[src/rtl/sys_host_cmd_master_if.sv]
// Command / UART byte / response bundle shared by the host command master and its environment.
interface sys_host_cmd_master_if #(
  parameter int unsigned WIDTH     = 8,
  parameter int unsigned OUT_WIDTH = 16
);
  logic                 cmd_valid;
  logic                 cmd_ready;
  logic [1:0]           cmd_type;
  logic [3:0]           cmd_addr;
  logic [WIDTH-1:0]     cmd_wdata;
  logic [WIDTH-1:0]     cmd_op_a;
  logic [WIDTH-1:0]     cmd_op_b;
  logic [3:0]           cmd_alu_fun;
  logic [WIDTH-1:0]     TX_P_DATA;
  logic                 TX_D_VLD;
  logic                 tx_ready;
  logic [WIDTH-1:0]     RX_P_DATA;
  logic                 RX_D_VLD;
  logic [OUT_WIDTH-1:0] rsp_data;
  logic                 rsp_valid;
  logic                 rsp_err;
  logic                 rsp_unexp;
  logic                 busy;

  // Command master side
  modport master (
    input  cmd_valid, cmd_type, cmd_addr, cmd_wdata, cmd_op_a, cmd_op_b, cmd_alu_fun,
    input  tx_ready, RX_P_DATA, RX_D_VLD,
    output cmd_ready, TX_P_DATA, TX_D_VLD, rsp_data, rsp_valid, rsp_err, rsp_unexp, busy
  );

  // Requester / UART side
  modport slave (
    output cmd_valid, cmd_type, cmd_addr, cmd_wdata, cmd_op_a, cmd_op_b, cmd_alu_fun,
    output tx_ready, RX_P_DATA, RX_D_VLD,
    input  cmd_ready, TX_P_DATA, TX_D_VLD, rsp_data, rsp_valid, rsp_err, rsp_unexp, busy
  );
endinterface

[src/rtl/sys_host_cmd_master.sv]
// Host-side sys_ctrl command initiator: serialises one command into an AA/BB/CC/DD frame on the
// UART TX byte interface and assembles the response bytes from UART RX into one result word.
module sys_host_cmd_master #(
  parameter int unsigned WIDTH       = 8,
  parameter int unsigned OUT_WIDTH   = 16,
  parameter int unsigned GAP_CYC     = 2,
  parameter int unsigned TIMEOUT_CYC = 1024
) (
  input  logic                  CLK_IN,
  input  logic                  RST_IN,
  sys_host_cmd_master_if.master bus
);

  localparam int unsigned GAP_LAST = (GAP_CYC > 0) ? GAP_CYC - 1 : 0;
  localparam int unsigned GAP_W    = (GAP_LAST > 0) ? $clog2(GAP_LAST + 1) : 1;
  localparam int unsigned TO_LAST  = (TIMEOUT_CYC > 0) ? TIMEOUT_CYC - 1 : 0;
  localparam int unsigned TO_W     = (TO_LAST > 0) ? $clog2(TO_LAST + 1) : 1;

  typedef enum logic [2:0] {
    S_IDLE,
    S_SEND,
    S_GAP,
    S_WAIT_RSP,
    S_DONE
  } state_t;

  state_t               r_state, w_state_nxt;
  logic [1:0]           r_type;
  logic [3:0]           r_addr;
  logic [WIDTH-1:0]     r_wdata;
  logic [WIDTH-1:0]     r_op_a;
  logic [WIDTH-1:0]     r_op_b;
  logic [3:0]           r_fun;
  logic [1:0]           r_byte_idx, w_byte_idx_nxt;
  logic [1:0]           r_rx_idx, w_rx_idx_nxt;
  logic [GAP_W-1:0]     r_gap_cnt, w_gap_cnt_nxt;
  logic [TO_W-1:0]      r_to_cnt, w_to_cnt_nxt;
  logic [OUT_WIDTH-1:0] r_rsp_buf, w_rsp_buf_nxt;
  logic [WIDTH-1:0]     r_tx_data, w_tx_data_nxt;
  logic                 w_err_nxt;
  logic                 r_tx_vld;
  logic [OUT_WIDTH-1:0] r_rsp_data;
  logic                 r_rsp_valid;
  logic                 r_rsp_err;
  logic                 r_rsp_unexp;
  logic                 r_cmd_ready;
  logic                 r_busy;
  logic [1:0]           w_last_idx;
  logic [1:0]           w_rsp_len;
  logic                 w_accept;
  logic                 w_rx_last;
  logic [WIDTH-1:0]     w_byte_inc;
  logic [WIDTH-1:0]     w_byte_cur;
  logic [WIDTH-1:0]     w_byte_hdr;

  // Frame byte idx of a command, fields zero-extended to the byte width
  function automatic logic [WIDTH-1:0] frame_byte(
    input logic [1:0]       typ,
    input logic [1:0]       idx,
    input logic [3:0]       addr,
    input logic [WIDTH-1:0] wdata,
    input logic [WIDTH-1:0] op_a,
    input logic [WIDTH-1:0] op_b,
    input logic [3:0]       fun
  );
    logic [WIDTH-1:0] b;
    b = '0;
    case (idx)
      2'd0: begin
        case (typ)
          2'd0:    b = WIDTH'(8'hAA);
          2'd1:    b = WIDTH'(8'hBB);
          2'd2:    b = WIDTH'(8'hCC);
          default: b = WIDTH'(8'hDD);
        endcase
      end
      2'd1: begin
        case (typ)
          2'd2:    b = op_a;
          2'd3:    b = WIDTH'(fun);
          default: b = WIDTH'(addr);
        endcase
      end
      2'd2: begin
        case (typ)
          2'd0:    b = wdata;
          2'd2:    b = op_b;
          default: b = '0;
        endcase
      end
      default: b = (typ == 2'd2) ? WIDTH'(fun) : '0;
    endcase
    return b;
  endfunction

  // Frame length and response byte count of the captured command
  always_comb begin
    w_last_idx = 2'd1;
    w_rsp_len  = 2'd2;
    case (r_type)
      2'd0:    begin w_last_idx = 2'd2; w_rsp_len = 2'd0; end
      2'd1:    begin w_last_idx = 2'd1; w_rsp_len = 2'd1; end
      2'd2:    begin w_last_idx = 2'd3; w_rsp_len = 2'd2; end
      default: begin w_last_idx = 2'd1; w_rsp_len = 2'd2; end
    endcase
  end

  assign w_accept   = (r_state == S_IDLE) && bus.cmd_valid;
  assign w_rx_last  = bus.RX_D_VLD && ((r_rx_idx + 2'd1) == w_rsp_len);
  assign w_byte_inc = frame_byte(r_type, r_byte_idx + 2'd1, r_addr, r_wdata, r_op_a, r_op_b, r_fun);
  assign w_byte_cur = frame_byte(r_type, r_byte_idx, r_addr, r_wdata, r_op_a, r_op_b, r_fun);
  assign w_byte_hdr = frame_byte(bus.cmd_type, 2'd0, bus.cmd_addr, bus.cmd_wdata,
                                 bus.cmd_op_a, bus.cmd_op_b, bus.cmd_alu_fun);

  // Capture all command fields on acceptance so the requester may change them afterwards
  always_ff @(posedge CLK_IN or negedge RST_IN) begin
    if (!RST_IN) begin
      r_type  <= '0;
      r_addr  <= '0;
      r_wdata <= '0;
      r_op_a  <= '0;
      r_op_b  <= '0;
      r_fun   <= '0;
    end else if (w_accept) begin
      r_type  <= bus.cmd_type;
      r_addr  <= bus.cmd_addr;
      r_wdata <= bus.cmd_wdata;
      r_op_a  <= bus.cmd_op_a;
      r_op_b  <= bus.cmd_op_b;
      r_fun   <= bus.cmd_alu_fun;
    end
  end

  // Next-state, counters and next output values
  always_comb begin
    w_state_nxt    = r_state;
    w_byte_idx_nxt = r_byte_idx;
    w_rx_idx_nxt   = r_rx_idx;
    w_gap_cnt_nxt  = r_gap_cnt;
    w_to_cnt_nxt   = r_to_cnt;
    w_rsp_buf_nxt  = r_rsp_buf;
    w_tx_data_nxt  = r_tx_data;
    w_err_nxt      = 1'b0;
    case (r_state)
      S_IDLE: begin
        if (bus.cmd_valid) begin
          w_state_nxt    = S_SEND;
          w_byte_idx_nxt = 2'd0;
          w_rx_idx_nxt   = 2'd0;
          w_rsp_buf_nxt  = '0;
          w_tx_data_nxt  = w_byte_hdr;
        end
      end
      S_SEND: begin
        if (bus.tx_ready) begin
          if (r_byte_idx == w_last_idx) begin
            w_to_cnt_nxt = '0;
            w_state_nxt  = (w_rsp_len != 2'd0) ? S_WAIT_RSP : S_DONE;
          end else begin
            w_byte_idx_nxt = r_byte_idx + 2'd1;
            if (GAP_CYC > 0) begin
              w_state_nxt   = S_GAP;
              w_gap_cnt_nxt = '0;
            end else begin
              w_tx_data_nxt = w_byte_inc;
            end
          end
        end
      end
      S_GAP: begin
        if (r_gap_cnt == GAP_W'(GAP_LAST)) begin
          w_state_nxt   = S_SEND;
          w_tx_data_nxt = w_byte_cur;
        end else begin
          w_gap_cnt_nxt = r_gap_cnt + GAP_W'(1);
        end
      end
      S_WAIT_RSP: begin
        w_to_cnt_nxt = r_to_cnt + TO_W'(1);
        if (bus.RX_D_VLD) begin
          if (r_rx_idx == 2'd0) w_rsp_buf_nxt[WIDTH-1:0] = bus.RX_P_DATA;
          else                  w_rsp_buf_nxt[2*WIDTH-1:WIDTH] = bus.RX_P_DATA;
          w_rx_idx_nxt = r_rx_idx + 2'd1;
        end
        if (w_rx_last) begin
          w_state_nxt = S_DONE;
        end else if (r_to_cnt == TO_W'(TO_LAST)) begin
          w_state_nxt = S_DONE;
          w_err_nxt   = 1'b1;
        end
      end
      S_DONE: begin
        w_state_nxt = S_IDLE;
      end
      default: begin
        w_state_nxt = S_IDLE;
      end
    endcase
  end

  // State register and registered outputs
  always_ff @(posedge CLK_IN or negedge RST_IN) begin
    if (!RST_IN) begin
      r_state     <= S_IDLE;
      r_byte_idx  <= '0;
      r_rx_idx    <= '0;
      r_gap_cnt   <= '0;
      r_to_cnt    <= '0;
      r_rsp_buf   <= '0;
      r_tx_data   <= '0;
      r_tx_vld    <= 1'b0;
      r_rsp_data  <= '0;
      r_rsp_valid <= 1'b0;
      r_rsp_err   <= 1'b0;
      r_rsp_unexp <= 1'b0;
      r_cmd_ready <= 1'b1;
      r_busy      <= 1'b0;
    end else begin
      r_state     <= w_state_nxt;
      r_byte_idx  <= w_byte_idx_nxt;
      r_rx_idx    <= w_rx_idx_nxt;
      r_gap_cnt   <= w_gap_cnt_nxt;
      r_to_cnt    <= w_to_cnt_nxt;
      r_rsp_buf   <= w_rsp_buf_nxt;
      r_tx_data   <= w_tx_data_nxt;
      r_tx_vld    <= (w_state_nxt == S_SEND);
      if (w_state_nxt == S_DONE) r_rsp_data <= w_rsp_buf_nxt;
      r_rsp_valid <= (w_state_nxt == S_DONE);
      r_rsp_err   <= w_err_nxt;
      r_rsp_unexp <= bus.RX_D_VLD && (r_state != S_WAIT_RSP);
      r_cmd_ready <= (w_state_nxt == S_IDLE);
      r_busy      <= (w_state_nxt != S_IDLE);
    end
  end

  assign bus.TX_P_DATA = r_tx_data;
  assign bus.TX_D_VLD  = r_tx_vld;
  assign bus.rsp_data  = r_rsp_data;
  assign bus.rsp_valid = r_rsp_valid;
  assign bus.rsp_err   = r_rsp_err;
  assign bus.rsp_unexp = r_rsp_unexp;
  assign bus.cmd_ready = r_cmd_ready;
  assign bus.busy      = r_busy;

endmodule
[src/flat_wrapper.sv]
// flat-port wrapper written by rule: the top's interface ports become plain ports
module sys_host_cmd_master_flat 
#(
  parameter int unsigned WIDTH       = 8,
  parameter int unsigned OUT_WIDTH   = 16,
  parameter int unsigned GAP_CYC     = 2,
  parameter int unsigned TIMEOUT_CYC = 1024
)
  (CLK_IN, RST_IN, bus_cmd_valid, bus_cmd_type, bus_cmd_addr, bus_cmd_wdata, bus_cmd_op_a, bus_cmd_op_b, bus_cmd_alu_fun, bus_tx_ready, bus_RX_P_DATA, bus_RX_D_VLD, bus_cmd_ready, bus_TX_P_DATA, bus_TX_D_VLD, bus_rsp_data, bus_rsp_valid, bus_rsp_err, bus_rsp_unexp, bus_busy);
  sys_host_cmd_master_if #(.WIDTH(WIDTH), .OUT_WIDTH(OUT_WIDTH)) bus_i ();
  input  logic CLK_IN;
  input  logic RST_IN;
  input wire logic [$bits(bus_i.cmd_valid)-1:0] bus_cmd_valid;
  input wire logic [$bits(bus_i.cmd_type)-1:0] bus_cmd_type;
  input wire logic [$bits(bus_i.cmd_addr)-1:0] bus_cmd_addr;
  input wire logic [$bits(bus_i.cmd_wdata)-1:0] bus_cmd_wdata;
  input wire logic [$bits(bus_i.cmd_op_a)-1:0] bus_cmd_op_a;
  input wire logic [$bits(bus_i.cmd_op_b)-1:0] bus_cmd_op_b;
  input wire logic [$bits(bus_i.cmd_alu_fun)-1:0] bus_cmd_alu_fun;
  input wire logic [$bits(bus_i.tx_ready)-1:0] bus_tx_ready;
  input wire logic [$bits(bus_i.RX_P_DATA)-1:0] bus_RX_P_DATA;
  input wire logic [$bits(bus_i.RX_D_VLD)-1:0] bus_RX_D_VLD;
  output wire logic [$bits(bus_i.cmd_ready)-1:0] bus_cmd_ready;
  output wire logic [$bits(bus_i.TX_P_DATA)-1:0] bus_TX_P_DATA;
  output wire logic [$bits(bus_i.TX_D_VLD)-1:0] bus_TX_D_VLD;
  output wire logic [$bits(bus_i.rsp_data)-1:0] bus_rsp_data;
  output wire logic [$bits(bus_i.rsp_valid)-1:0] bus_rsp_valid;
  output wire logic [$bits(bus_i.rsp_err)-1:0] bus_rsp_err;
  output wire logic [$bits(bus_i.rsp_unexp)-1:0] bus_rsp_unexp;
  output wire logic [$bits(bus_i.busy)-1:0] bus_busy;
  assign bus_i.cmd_valid = bus_cmd_valid;
  assign bus_i.cmd_type = bus_cmd_type;
  assign bus_i.cmd_addr = bus_cmd_addr;
  assign bus_i.cmd_wdata = bus_cmd_wdata;
  assign bus_i.cmd_op_a = bus_cmd_op_a;
  assign bus_i.cmd_op_b = bus_cmd_op_b;
  assign bus_i.cmd_alu_fun = bus_cmd_alu_fun;
  assign bus_i.tx_ready = bus_tx_ready;
  assign bus_i.RX_P_DATA = bus_RX_P_DATA;
  assign bus_i.RX_D_VLD = bus_RX_D_VLD;
  assign bus_cmd_ready = bus_i.cmd_ready;
  assign bus_TX_P_DATA = bus_i.TX_P_DATA;
  assign bus_TX_D_VLD = bus_i.TX_D_VLD;
  assign bus_rsp_data = bus_i.rsp_data;
  assign bus_rsp_valid = bus_i.rsp_valid;
  assign bus_rsp_err = bus_i.rsp_err;
  assign bus_rsp_unexp = bus_i.rsp_unexp;
  assign bus_busy = bus_i.busy;
  sys_host_cmd_master #(.WIDTH(WIDTH), .OUT_WIDTH(OUT_WIDTH), .GAP_CYC(GAP_CYC), .TIMEOUT_CYC(TIMEOUT_CYC)) u_core (.CLK_IN(CLK_IN), .RST_IN(RST_IN), .bus(bus_i));
endmodule
[config.mk]
export PLATFORM = sky130hd
export DESIGN_NAME = sys_host_cmd_master_flat
export DESIGN_NICKNAME = d
export VERILOG_FILES = /design/src/rtl/sys_host_cmd_master_if.sv /design/src/rtl/sys_host_cmd_master.sv /design/src/flat_wrapper.sv
export SDC_FILE = /design/constraint.sdc
export NUM_CORES = 1
export LEC_CHECK = 0
export ABC_AREA = 1
export CORE_ASPECT_RATIO = 0.8
export CORE_MARGIN = 1
export CORE_UTILIZATION = 53
export CTS_CLUSTER_DIAMETER = 60
export CTS_CLUSTER_SIZE = 28
export DETAILED_ROUTE_END_ITERATION = 6
export GPL_TIMING_DRIVEN = 0
export PLACE_DENSITY = 0.8
export SLEW_MARGIN = 20
export SYNTH_ARGS = -nofsm -noshare
export SYNTH_HDL_FRONTEND = slang
export SYNTH_SLANG_ARGS = --single-unit
[constraint.sdc]
create_clock -name CLK_IN -period 2.4 [get_ports CLK_IN]
set_clock_uncertainty 0.2 [all_clocks]
set_input_delay 0.48 -clock CLK_IN [delete_from_list [all_inputs] [get_ports CLK_IN]]
set_output_delay 0.48 -clock CLK_IN [all_outputs]
set_load 0.01 [all_outputs]
==> results.toml, run 1 <==
[power_and_ir_drop]
swShare_pct = 41.8
cellLeakagePower_uw = 0.00288
p_per_area_nw_per_um2 = 1190
p_int_uw = 3930
netSwitchingPower_uw = 2820
vdd_drop_max_mv = 0.703
p_clk_share_pct = 14.6
combinationalPowerShare_pct = 44.4
power_frac_seq_pct = 41.1

[clock_network]
cts_max_path_buffers = 2
cts_buffers = 9
htreeDepth = 3
insertion_delay_ps = 360
clkTransAtPathRegs_ps = 100
root_buffer = "clkbuf_8"
cts.sinks = 98
post_cts_buffers = 0
cts_tree = "done"

[sta]
fmax_mhz = 480
maxSlewViolCount = 0
setup_ws_ps = 316
min_period_ps = 2080
fin_crit_sh_pct = 86.8
finalHoldViolCount = 0
rsz0062_at_grt = "false"
relSlewSlack_pct = 72.3
worst-slew-pin-transition_ps = 415
setup_viol = 0

[critical_path]
cp.required_ps = 2460
path_cells = "ha_1 > nand3_1 > nor2_2 > nand3_2 > nand2_1 > nand2_2 > nand2_4 > inv_4 > buf_6 > nand2_1 > nand2_1"
worstSetupStartpoint = "u_core.r_to_cnt[0]$_DFFE_PN0P_"
critical_path.max_fanout = 10
endpoint = "u_core.bus.rsp_data[10]$_DFFE_PN0N_"
cpPeakStageDelay_ps = 470
timing.rr.end = "u_core.bus.rsp_data[10]$_DFFE_PN0N_"
path_class = "flop to flop"
crit_path_end_kind = "flop"
ff2ff_path_depth = 11
cp_common_cell = "nand2_1"
slowest_stage = "dfrtp_1"
reg2reg_slack_ps = 320
start_kind = "flop"
rr_startpoint = "u_core.r_to_cnt[0]$_DFFE_PN0P_"
worst_ep_arrival_time_ps = 2140

[synthesis]
ys_seq_area_share_pct = 53.8
synth_edf_count = 0
syn_avg_cell_area_um2 = 7.98
syn-cell-area_um2 = 4560
synth_nets = 624
yosysUniqueCellTypes = 34
syn_inst = 571
ys_seq_elements = 98
ys.flop_type = "dfrtp_1"
yosysWarnings = 0
ys_async_sr_fraction_pct = 100

[routing]
dr.pass1.iters = 5
ant_nets = 0
detail_route.vias_per_cell = 5.26
drtIter0Drc = 209
wl_per_cell_um = 14.0
wl_um = 10800
vias = 4065
drc_errors = 0

[final_layout]
num-nets-final = 713
n_fill_cell = 675
area_growth_pct = 24.4
drive_gt1_share_pct = 7.97
num_antenna_cells = 0
finalInstanceArea_um2 = 5670

[grt]
antenna_found_initial = 0
grt_pass1_wl_um = 18100
grt_max_degree = 69
grtUsageTotal_pct = 25.7
grt-ovfl-total = 0
grt_pass1_vias = 3894

[floorplanning]
die_y_um = 84.9
io_pins = 77
die_w_um = 106
dieArea_um2 = 8980
initial_utilization_pct = 56.1
core-area_um2 = 8130
rows = 29

[placement]
hpwl_um = 8000
dp_slack_ps = 142
place_area_um2 = 5480
port_buffers = 76
gp_congestion = 0.891

[min_path]
hold_path_class = "flop to flop"

[status]
status = "complete, no violations"

[flow_run]
max_cap_viol_count = 0
==> layer usage <==
metal | up-vias | share of wire (%) | wire length [um] | track usage [%]
li1 | 1980 | - | - | -
met1 | 1952 | 48 | 5140 | 36.5
met2 | 120 | 46 | 4960 | 40.7
met3 | 13 | 5.6 | 601 | 4.99
met4 | 0 | 1.1 | 115 | 6.82
met5 | - | 0 | 0 | 0
==> worst max-delay path, delay by kind of cell, from the launching register on <==
kind	cells	cell delay [ps]
buffers and inverters	2	230
AND/OR/NAND/NOR	8	840
adder cells (fa/ha/maj)	1	230
flip-flops	1	470
==> state kept, by name (all words and copies together) (netlist names), 3 cells and up <==
signal and count:
u_core.bus.rsp_data 16, u_core.r_rsp_buf 16, u_core.r_to_cnt 10, u_core.bus.TX_P_DATA 8, u_core.r_op_a 8, u_core.r_op_b 8, u_core.r_wdata 8, u_core.r_addr 4
u_core.r_fun 4, u_core.r_state 3
==> layout by cell type (no fill, tap or decap), drive strengths merged <==
cell type and n:
nand3 46, nor2 32, o31ai 1, o22ai 4, dfstp 1, ha 6
a31oi 5, clkbuf 14, nor3 3, or2 2, clkinv 3, xor2 1
clkinvlp 2, o21ai 28, a31o 1, dlygate4sd3 1, clkdlybuf4s50 75, nand2 262
buf 15, nand4 5, inv 44, a21oi 16, dfrtp 97, nand3b 1
==> cell families after synthesis <==
| group | count (synthesis) | synth area share, % |
|---|---|---|
| AOI/OAI and AO/OA | 55 | 6.59 |
| xor gates and xnor gates | 1 | 0.192 |
| adders and majority gates | 6 | 1.65 |
| buffers and inverters | 60 | 5.71 |
| DFF | 98 | 53.8 |
| and+or+nand+nor | 351 | 32.0 |
==> per-stage QoR <==
step	TNS [ps]	power (uW)	instances	utilization, %	hold WS, ps
2_1_floorplan	0	4590	571	-	-15.6
3_3_place_gp	-279570	5630	755	67.1	254
3_5_place_dp	0	5760	756	67.5	179
4_1_cts	0	6750	773	69.8	280
5_1_grt	0	7270	773	69.8	302
6_report	0	6750	773	69.8	276
==> cells in the mapped netlist (3+ instances only) <==
cell type | number | area, um^2
nor2_1 | 27 | 101
o21ai_0 | 24 | 120
buf_2 | 9 | 45.0
nand3_1 | 43 | 215
inv_2 | 4 | 15.0
ha_1 | 6 | 75.1
nand2_1 | 259 | 972
a21oi_1 | 16 | 80.1
nand4_1 | 4 | 25.0
nor2_2 | 4 | 25.0
inv_1 | 37 | 139
clkbuf_1 | 3 | 11.3
dfrtp_1 | 97 | 2430
a31oi_1 | 5 | 31.3
o22ai_1 | 4 | 25.0
nor3_1 | 3 | 15.0
nand3_2 | 3 | 30.0
==> power by group through the flow <==
stage	logic (uW)	registers, uW	clock network, uW
4_1_cts	3000	2760	993
3_3_place_gp	2860	2770	0
5_1_grt	3380	2840	1050
3_5_place_dp	2980	2790	0
2_1_floorplan	1810	2790	0
6_report	2990	2770	984
==> layout make-up <==
class                   count  area [um^2]  area share [%]
flip-flops and latches     98         2450            43.3
clock buffers              11          141            2.49
clock inverters             5         37.5           0.662
repair buffers             78          800            14.1
multi-input cells         413         1840            32.5
plain buffers              16         90.1            1.59
well taps                 108          135            2.38
inverters                  44          170            3.00
==> what timing repair did <==
item,in CTS,in global routing
endpoints found under the hold margin,30,0
gates resized for setup,0,0
hold buffers,1,0
==> worst min path at each step <==
stage,slack (ps),cells past startpoint,to,startpoint
floorplan,-20,0,u_core.bus.TX_D_VLD$_DFF_PN0_,RST_IN
global placement,250,2,u_core.r_rsp_buf[9]$_DFF_PN0_,u_core.r_rsp_buf[9]$_DFF_PN0_
detailed placement,180,1,u_core.r_op_a[1]$_DFFE_PN0P_,RST_IN
CTS,280,2,u_core.r_rsp_buf[10]$_DFF_PN0_,u_core.r_rsp_buf[10]$_DFF_PN0_
global route,300,2,u_core.r_rsp_buf[9]$_DFF_PN0_,u_core.r_rsp_buf[9]$_DFF_PN0_
finish,280,2,u_core.r_rsp_buf[5]$_DFF_PN0_,u_core.r_rsp_buf[5]$_DFF_PN0_
Note: power is estimated with default switching activity, not from simulation.
==> inputs of run 2 (changes only) <==
GPL_TIMING_DRIVEN = default   (was 0)
==> results.toml, run 2 (synthesis results as in run 1) <==
[critical_path]
worstPathBufferInverterCount = 1
cpPeakStageDelay_ps = 540
critical_path.max_fanout = 1
slowest_stage = "dfstp_2"
crit_path_end_kind = "primary output"
worst_ep_arrival_time_ps = 1430
cp.required_ps = 1720
crit_family = "flip-flops"
start_kind = "flop"
path_class = "flop to primary output"
path_cells = "clkdlybuf4s50_1"

[final_layout]
drive_gt1_share_pct = 7.47
final_cell_mix = "nand2_1, dfrtp_1, clkdlybuf4s50_1"
num_antenna_cells = 0
num-nets-final = 704
area_growth_pct = 24.0
n_fill_cell = 674
final_common_cell = "nand2_1"

[grt]
grt_max_degree = 45
grt-ovfl-total = 0
antenna_found_initial = 0
grt_pass1_wl_um = 17800
grtUsageTotal_pct = 25.2
grt_pass1_vias = 3827

[floorplanning]
core-area_um2 = 8130
dieArea_um2 = 8980
die_y_um = 84.9
io_pins = 77
initial_utilization_pct = 56.1
die_w_um = 106
rows = 29

[clock_network]
cts_buffers = 9
cts_tree = "done"
cts.sinks = 98
root_buffer = "clkbuf_8"
insertion_delay_ps = 370
cts.repair.resized = 0
cts_max_path_buffers = 2
htreeDepth = 3
clkTransAtPathRegs_ps = 110

[sta]
fin_crit_sh_pct = 87.9
setup_ws_ps = 290
hold_ws_ps = 278
final.setup.tns_ps = 0
setup_viol = 0
min_period_ps = 2110
finalHoldViolCount = 0
maxSlewViolCount = 0
relSlewSlack_pct = 65.9
rsz0062_at_grt = "false"
worst-slew-pin-transition_ps = 511
fmax_mhz = 474

[routing]
vias = 3941
wl_per_cell_um = 13.5
wl_um = 10300
ant_nets = 0
detail_route.vias_per_cell = 5.16
drc_errors = 0
dr.pass1.iters = 5
drtIter0Drc = 282

[placement]
dp_slack_ps = 204
port_buffers = 76
gp_congestion = 0.924
hpwl_um = 7600

[power_and_ir_drop]
p_per_area_nw_per_um2 = 1200
vdd_drop_max_mv = 0.666
cellLeakagePower_uw = 0.00286

[min_path]
hold_path_class = "flop to flop"

[flow_run]
max_cap_viol_count = 0

[status]
status = "complete, no violations"
run 2: changes by cell type in the layout (fill, tap and decap cells not counted), moves of 2 or more:
| cell | delta |
|---|---|
| inv_6 | +2 |
| clkbuf_1 | -4 |
| buf_12 | +2 |
| buf_2 | -9 |
| buf_6 | -3 |
| clkinvlp_4 | -2 |
| buf_4 | +6 |
run 2: stage by stage:
stage	utilization (%)	power (uW)	std cells	cell area [um^2]
floorplan	-	4590	571	4560
global placement	67.0	5620	747	5450
detailed placement	67.0	5720	747	5450
CTS	69.5	6790	764	5650
global route	69.5	7330	764	5650
finish	69.5	6780	764	5650
run 2: repair_timing:
item / in CTS / in global routing
buffers inserted: 0 / 0
hold buffers: 1 / 0
hold endpoints to repair: 35 / 0
run 2: final cells by class:
class | instances | area [um^2] | share of cell area, %
timing repair buffer | 85 | 853 | 15.1
clock inverter | 7 | 71.3 | 1.26
inverter | 44 | 170 | 3.01
sequential | 98 | 2450 | 43.4
clock buffer | 9 | 124 | 2.19
multi-input combinational | 413 | 1840 | 32.6
tap | 108 | 135 | 2.39
run 2: worst paths after layout:
kind | slack, ps | depth (start not counted) | from | endpoint
max | 290 | 1 | u_core.bus.cmd_ready$_DFF_PN1_ | bus_cmd_ready
min | 280 | 2 | u_core.r_rsp_buf[11]$_DFF_PN0_ | u_core.r_rsp_buf[11]$_DFF_PN0_
max reg2reg | 290 | 10 | u_core.r_to_cnt[0]$_DFFE_PN0P_ | u_core.bus.rsp_data[14]$_DFFE_PN0N_
min reg2reg | 280 | 2 | u_core.r_rsp_buf[11]$_DFF_PN0_ | u_core.r_rsp_buf[11]$_DFF_PN0_
max in group asynchronous | 960 | 3 | RST_IN | u_core.bus.TX_P_DATA[5]$_DFFE_PN0P_
min in group asynchronous | 410 | 2 | RST_IN | u_core.r_fun[0]$_DFFE_PN0P_
run 2: layer usage:
layer / up-vias / global-route usage (%) / share of wire [%]
met5: - / 0 / 0
met2: 149 / 37.8 / 44
met1: 1810 / 36.9 / 46
met4: 0 / 8.96 / 1.4
met3: 16 / 4.61 / 7.9
li1: 1966 / - / -
run 2: power by group:
group	internal, uW	leakage (uW)	switching, uW	total (uW)
clock network	408	0.0000995	647	1050
logic	1160	0.00150	1730	2900
registers	2350	0.00126	475	2830
==> inputs of run 3 (changes only) <==
SETUP_SLACK_MARGIN = 0.05   (was default)
==> results of run 3 <==
Same layout as run 2: the final DEF is identical, and so are final timing and power.
